===== config.mk =====
export PLATFORM = sky130hd
export DESIGN_NAME = serial_rx
export DESIGN_NICKNAME = d
export VERILOG_FILES = /design/src/rtl/serial_pkg.sv /design/src/rtl/bit_sync.sv /design/src/rtl/serial_rx.sv
export SDC_FILE = /design/constraint.sdc
export NUM_CORES = 1
export LEC_CHECK = 0
export ABC_AREA = 1
export BUFFER_PORTS_ARGS = -buffer_cell sky130_fd_sc_hd__buf_2
export CORE_ASPECT_RATIO = 1.25
export CORE_MARGIN = 5
export CORE_UTILIZATION = 60
export DETAILED_ROUTE_END_ITERATION = 16
export GPL_ROUTABILITY_DRIVEN = 0
export PLACE_DENSITY = 0.78
export SYNTH_ARGS = -nofsm -noshare
export SYNTH_HDL_FRONTEND = slang
export SYNTH_SLANG_ARGS = --single-unit

===== constraint.sdc =====
create_clock -name clk -period 4.3 [get_ports clk]
set_clock_uncertainty 0.15 [all_clocks]
set_input_delay 0.43 -clock clk [delete_from_list [all_inputs] [get_ports clk]]
set_output_delay 0.43 -clock clk [all_outputs]
set_load 0.05 [all_outputs]

===== src/rtl/serial_pkg.sv =====
// Types and clocking constants shared by the serial receive and transmit paths.
// The default bit period assumes a 50 MHz system clock and 9600 baud.
package serial_pkg;

    typedef enum logic [1:0] {
        IDLE  = 2'd0,
        START = 2'd1,
        DATA  = 2'd2,
        STOP  = 2'd3
    } rx_state_t;

    localparam int CLK_HZ               = 50_000_000;
    localparam int BAUD_DEFAULT         = 9600;
    localparam int CLKS_PER_BIT_DEFAULT = CLK_HZ / BAUD_DEFAULT;

endpackage


===== src/rtl/bit_sync.sv =====
// Two-flop synchronizer for asynchronous level inputs (serial lines, buttons).
// Each bit is synchronized independently; there is no multi-bit coherency.
module bit_sync #(
    parameter int   WIDTH   = 1,
    parameter logic RST_VAL = 1'b1
) (
    input  logic             clk,
    input  logic             rst_n,
    input  logic [WIDTH-1:0] d,
    output logic [WIDTH-1:0] q
);

    logic [WIDTH-1:0] meta_reg;
    logic [WIDTH-1:0] sync_reg;

    generate
        for (genvar gi = 0; gi < WIDTH; gi++) begin : g_bit
            always_ff @(posedge clk or negedge rst_n) begin
                if (!rst_n) begin
                    meta_reg[gi] <= RST_VAL;
                    sync_reg[gi] <= RST_VAL;
                end else begin
                    meta_reg[gi] <= d[gi];
                    sync_reg[gi] <= meta_reg[gi];
                end
            end
        end
    endgenerate

    assign q = sync_reg;

endmodule


===== src/rtl/serial_rx.sv =====
// 8N1-style serial receiver: start-bit qualification at half period, data bits
// sampled once per bit period LSB first, one-cycle valid or frame-error strobe.
module serial_rx
    import serial_pkg::*;
#(
    parameter int CLKS_PER_BIT = CLKS_PER_BIT_DEFAULT,
    parameter int DATA_BITS    = 8
) (
    input  logic                 clk,
    input  logic                 rst_n,
    input  logic                 enable,
    input  logic                 rx,
    output logic [DATA_BITS-1:0] data_out,
    output logic                 data_valid,
    output logic                 frame_error,
    output logic                 busy
);

    localparam int HALF = CLKS_PER_BIT / 2;
    localparam int CW   = $clog2(CLKS_PER_BIT);
    localparam int BW   = $clog2(DATA_BITS + 1);

    localparam logic [CW-1:0] CNT_HALF = CW'(HALF - 1);
    localparam logic [CW-1:0] CNT_LAST = CW'(CLKS_PER_BIT - 1);
    localparam logic [BW-1:0] IDX_LAST = BW'(DATA_BITS - 1);

    rx_state_t             state_reg, state_next;
    logic [CW-1:0]         cnt_reg, cnt_next, cnt_inc;
    logic [BW-1:0]         bit_idx_reg, bit_idx_next;
    logic [DATA_BITS-1:0]  shift_reg, shift_next;
    logic [DATA_BITS-1:0]  data_reg, data_next;
    logic                  valid_reg, valid_next;
    logic                  ferr_reg, ferr_next;
    logic                  armed_reg, armed_next;
    logic                  rx_s;

    bit_sync #(
        .WIDTH   (1),
        .RST_VAL (1'b1)
    ) u_rx_sync (
        .clk   (clk),
        .rst_n (rst_n),
        .d     (rx),
        .q     (rx_s)
    );

    assign cnt_inc = cnt_reg + CW'(1);

    always_ff @(posedge clk or negedge rst_n) begin
        if (!rst_n) begin
            state_reg   <= IDLE;
            cnt_reg     <= '0;
            bit_idx_reg <= '0;
            shift_reg   <= '0;
            data_reg    <= '0;
            valid_reg   <= 1'b0;
            ferr_reg    <= 1'b0;
            armed_reg   <= 1'b0;
        end else begin
            state_reg   <= state_next;
            cnt_reg     <= cnt_next;
            bit_idx_reg <= bit_idx_next;
            shift_reg   <= shift_next;
            data_reg    <= data_next;
            valid_reg   <= valid_next;
            ferr_reg    <= ferr_next;
            armed_reg   <= armed_next;
        end
    end

    // armed only latches while idle, so a line stuck low after a frame error
    // or a break never looks like a fresh start edge.
    always_comb begin
        state_next   = state_reg;
        cnt_next     = cnt_reg;
        bit_idx_next = bit_idx_reg;
        shift_next   = shift_reg;
        armed_next   = armed_reg;

        if (!enable) begin
            state_next   = IDLE;
            cnt_next     = '0;
            bit_idx_next = '0;
            armed_next   = (state_reg == IDLE) ? (armed_reg | rx_s) : 1'b0;
        end else begin
            case (state_reg)
                IDLE: begin
                    cnt_next     = '0;
                    bit_idx_next = '0;
                    if (armed_reg && !rx_s) begin
                        state_next = START;
                        armed_next = 1'b0;
                    end else if (rx_s) begin
                        armed_next = 1'b1;
                    end
                end

                // The start bit is re-checked on the edge where the count
                // reaches HALF-1, i.e. near the middle of the start bit.
                START: begin
                    cnt_next = cnt_inc;
                    if (cnt_inc == CNT_HALF) begin
                        cnt_next = '0;
                        if (!rx_s) begin
                            state_next   = DATA;
                            bit_idx_next = '0;
                        end else begin
                            state_next = IDLE;
                        end
                    end
                end

                DATA: begin
                    if (cnt_reg == CNT_LAST) begin
                        cnt_next     = '0;
                        shift_next   = {rx_s, shift_reg[DATA_BITS-1:1]};
                        bit_idx_next = bit_idx_reg + BW'(1);
                        if (bit_idx_reg == IDX_LAST) begin
                            state_next = STOP;
                        end
                    end else begin
                        cnt_next = cnt_inc;
                    end
                end

                STOP: begin
                    if (cnt_reg == CNT_LAST) begin
                        cnt_next   = '0;
                        state_next = IDLE;
                    end else begin
                        cnt_next = cnt_inc;
                    end
                end

                default: begin
                    state_next = IDLE;
                    cnt_next   = '0;
                end
            endcase
        end
    end

    always_comb begin
        busy       = (state_reg != IDLE);
        valid_next = 1'b0;
        ferr_next  = 1'b0;
        data_next  = data_reg;
        if (enable && state_reg == STOP && cnt_reg == CNT_LAST) begin
            if (rx_s) begin
                valid_next = 1'b1;
                data_next  = shift_reg;
            end else begin
                ferr_next  = 1'b1;
            end
        end
    end

    assign data_out    = data_reg;
    assign data_valid  = valid_reg;
    assign frame_error = ferr_reg;

endmodule


==> results.cfg <==
[drt]
dr_wl_met2_um = 2254
wl_um = 4218
wl_met1_um = 1848
met3_length_um = 83
ant_nets = 0
drc = 0
vias = 1763
vias_per_cell = 5.201
routedWlPerCell_um = 12.44
drt_pass1_iterations = 4
drt_iter0_drc = 137
highest_layer = met4

[hold_path]
hp-class = input port to flip-flop
min_path_cells = 1
hold_start = rx
hold_end = u_rx_sync.meta_reg

[clock_network]
clkSinkCount = 40
cts-root-buf = clkbuf_8
cts_tree = built
hold_buffers = 0
clockBufferDepth = 2
clkTransAtPathRegs_ps = 80
numCtsBuffers = 5
cts-htree-levels = 2
worstSkewPairLatency_ps = 280
post-cts-setup-buffers = 0
cts_resized = 0

[floorplan]
dieArea_sq_um = 4975
die_w_um = 64.10
rows = 24
core_sq_um = 3513
ios = 15
start_util = 0.6246
die_h_um = 77.62

[final_layout]
layout.nets = 310
area_delta_synth_final_pct = 9.008
drive_gt1_frac = 0.1433
final_cells = 339
antennaDiodeCount = 0
largest_reg_flops = 13
fin_util = 0.6809

[sta]
timing.final.ws_setup_ps = 2144
post-route-period-util = 0.5014
tns_ps = 0
hold_ws_ps = 91.17
hold_viol = 0
slew_violations = 0
fmax_mhz = 463.8
grt_setup_unrepaired = no
slew_headroom = 0.4229
fin_crit_ps = 2156
tightest_slew_ps = 865.6
setup_viol = 0

[critical_path]
path_class = flip-flop to flip-flop
crit_family = simple AND/OR/NAND/NOR gates
reg2reg_slack_ps = 2140
worstPathArrival_ps = 2180
cp-startpoint = cnt_reg[1]
crit_slowest_cell = dfrtp_1
end_kind = flip-flop
cp_max_fo = 8
r2r_end = bit_idx_reg[3]
startpoint_type = flip-flop
required_ps = 4320
crit_buf_inv = 0
r2r_cells = 12
slowest_delay_ps = 420
r2r-start = cnt_reg[1]
crit_chain = ha_1, nand2_2, nor2_4, nand2_2, xor2_1, nand2_1, nor2_2, nand2_2, nand2_4, nand3_4, nand2_1, nand2_1

[synth]
synth_cell_types = 30
synth_edf_count = 0
synthesis.instances = 282
synth_area_sq_um = 2195
synth_area_per_cell_sq_um = 7.782
syn-num-nets = 293
async_flop_share = 1.000
dominantRegCellSynth = dfrtp_1
ys_seq_elements = 40
yosys_warnings = 0
synth-seq-area-share = 0.4572

[global_routing]
grt_pass1_wl_um = 7672
grt_antenna_before_repair = 0
track_usage = 0.1882
grt_pass1_vias = 1702
gr-total-overflow = 0
grt_max_degree = 41

[run_status]
run_status = completed

[pwr]
p_per_area_nw_per_um2 = 347.8
p_leak_nw = 1.231
irDropWorstVdd_mv = 0.3475

[placement]
hpwlAfterDp_um = 3184
place_inst = 331
portBuffers = 14
dpl_worst_slack_ps = 2174

[flow_run]
maxCapViolations = 0
-- through the flow --
stage | power, mW | cell area, sq um
after global routing | 0.8816 | 2392
after global placement | 0.5776 | 2295
final | 0.8321 | 2392
after detailed placement | 0.5819 | 2295
after floorplan | 0.5439 | 2195
after CTS | 0.8424 | 2392
-- synth_stat cells (all sizes together), types with 2 or more instances --
cell / n / area, sq um
a21oi: 10 / 50.05
buf: 3 / 15.01
dfrtp: 38 / 950.9
dfstp: 2 / 52.55
ha: 7 / 87.58
inv: 43 / 161.4
nand2: 90 / 357.8
nand3: 15 / 102.6
nand4: 11 / 75.07
nor2: 31 / 141.4
nor3: 4 / 30.03
o21ai: 19 / 98.85
xor2: 2 / 17.52
-- worst reg2reg max path: cells and delay by family (launching register included) --
| kind | cells | cell delay [ps] |
|---|---|---|
| simple gates | 10 | 980 |
| flops | 1 | 420 |
| fa+ha+maj | 1 | 290 |
| xor+xnor | 1 | 230 |
-- kinds of logic (layout without fill, tap and decap cells) --
group / after synthesis / after routing / synth area share
buffers and inverters: 47 / 65 / 0.08209
AOI/OAI and AO/OA: 32 / 32 / 0.07925
xor gates and xnor gates: 2 / 2 / 0.007983
and+or+nand+nor: 153 / 153 / 0.3284
muxes: 1 / 1 / 0.005131
adders and majority gates: 7 / 7 / 0.03991
DFF: 40 / 40 / 0.4572
-- routing by layer --
layer,vias up,track usage
met5,-,0
met3,2,0.03324
li1,925,-
met1,815,0.2417
met2,21,0.3229
met4,0,0.05499
-- final cells by class --
cell class / count / area [sq um]
Sequential cell: 40 / 1003
Inverter: 43 / 161.4
Fill cell: 306 / 1121
Multi-Input combinational cell: 195 / 1011
Timing Repair Buffer: 14 / 70.07
Clock buffer: 6 / 82.58
Tap cell: 39 / 48.80
Clock inverter: 2 / 15.01
-- cells in the final DEF (no fill, tap or decap) --
cell,count
nand2_1,84
inv_1,43
dfrtp_1,38
nor2_1,27
o21ai_0,16
buf_2,14
nand3_1,11
nand4_1,10
a21oi_1,10
ha_1,7
clkbuf_8,6
nand2_2,5
nor2_4,3
nand3_2,3
xor2_1,2
nor3_2,2
o21ai_1,2
nor3_1,2
clkinvlp_4,2
dfstp_2,2
and3_1,1
o21ai_2,1
nand4_2,1
nor2_2,1
nand2_4,1
nand3b_1,1
o32ai_1,1
nand3_4,1
a32o_1,1
o22ai_1,1
mux2_2,1
-- power by group --
group,leakage [nW],switching [mW],internal [mW]
combinational,0.655,0.115,0.0514
sequential,0.532,0.0167,0.391
clock,0.0434,0.128,0.130
total,1.23,0.259,0.573
-- worst max-delay path by stage --
stage	to	depth (start not counted)
detailed placement	shift_reg[0]	7
floorplan	bit_idx_reg[0]	12
global route	bit_idx_reg[2]	12
global placement	shift_reg[0]	7
CTS	bit_idx_reg[3]	12
finish	bit_idx_reg[3]	12
(Power assumes the default switching activity.)
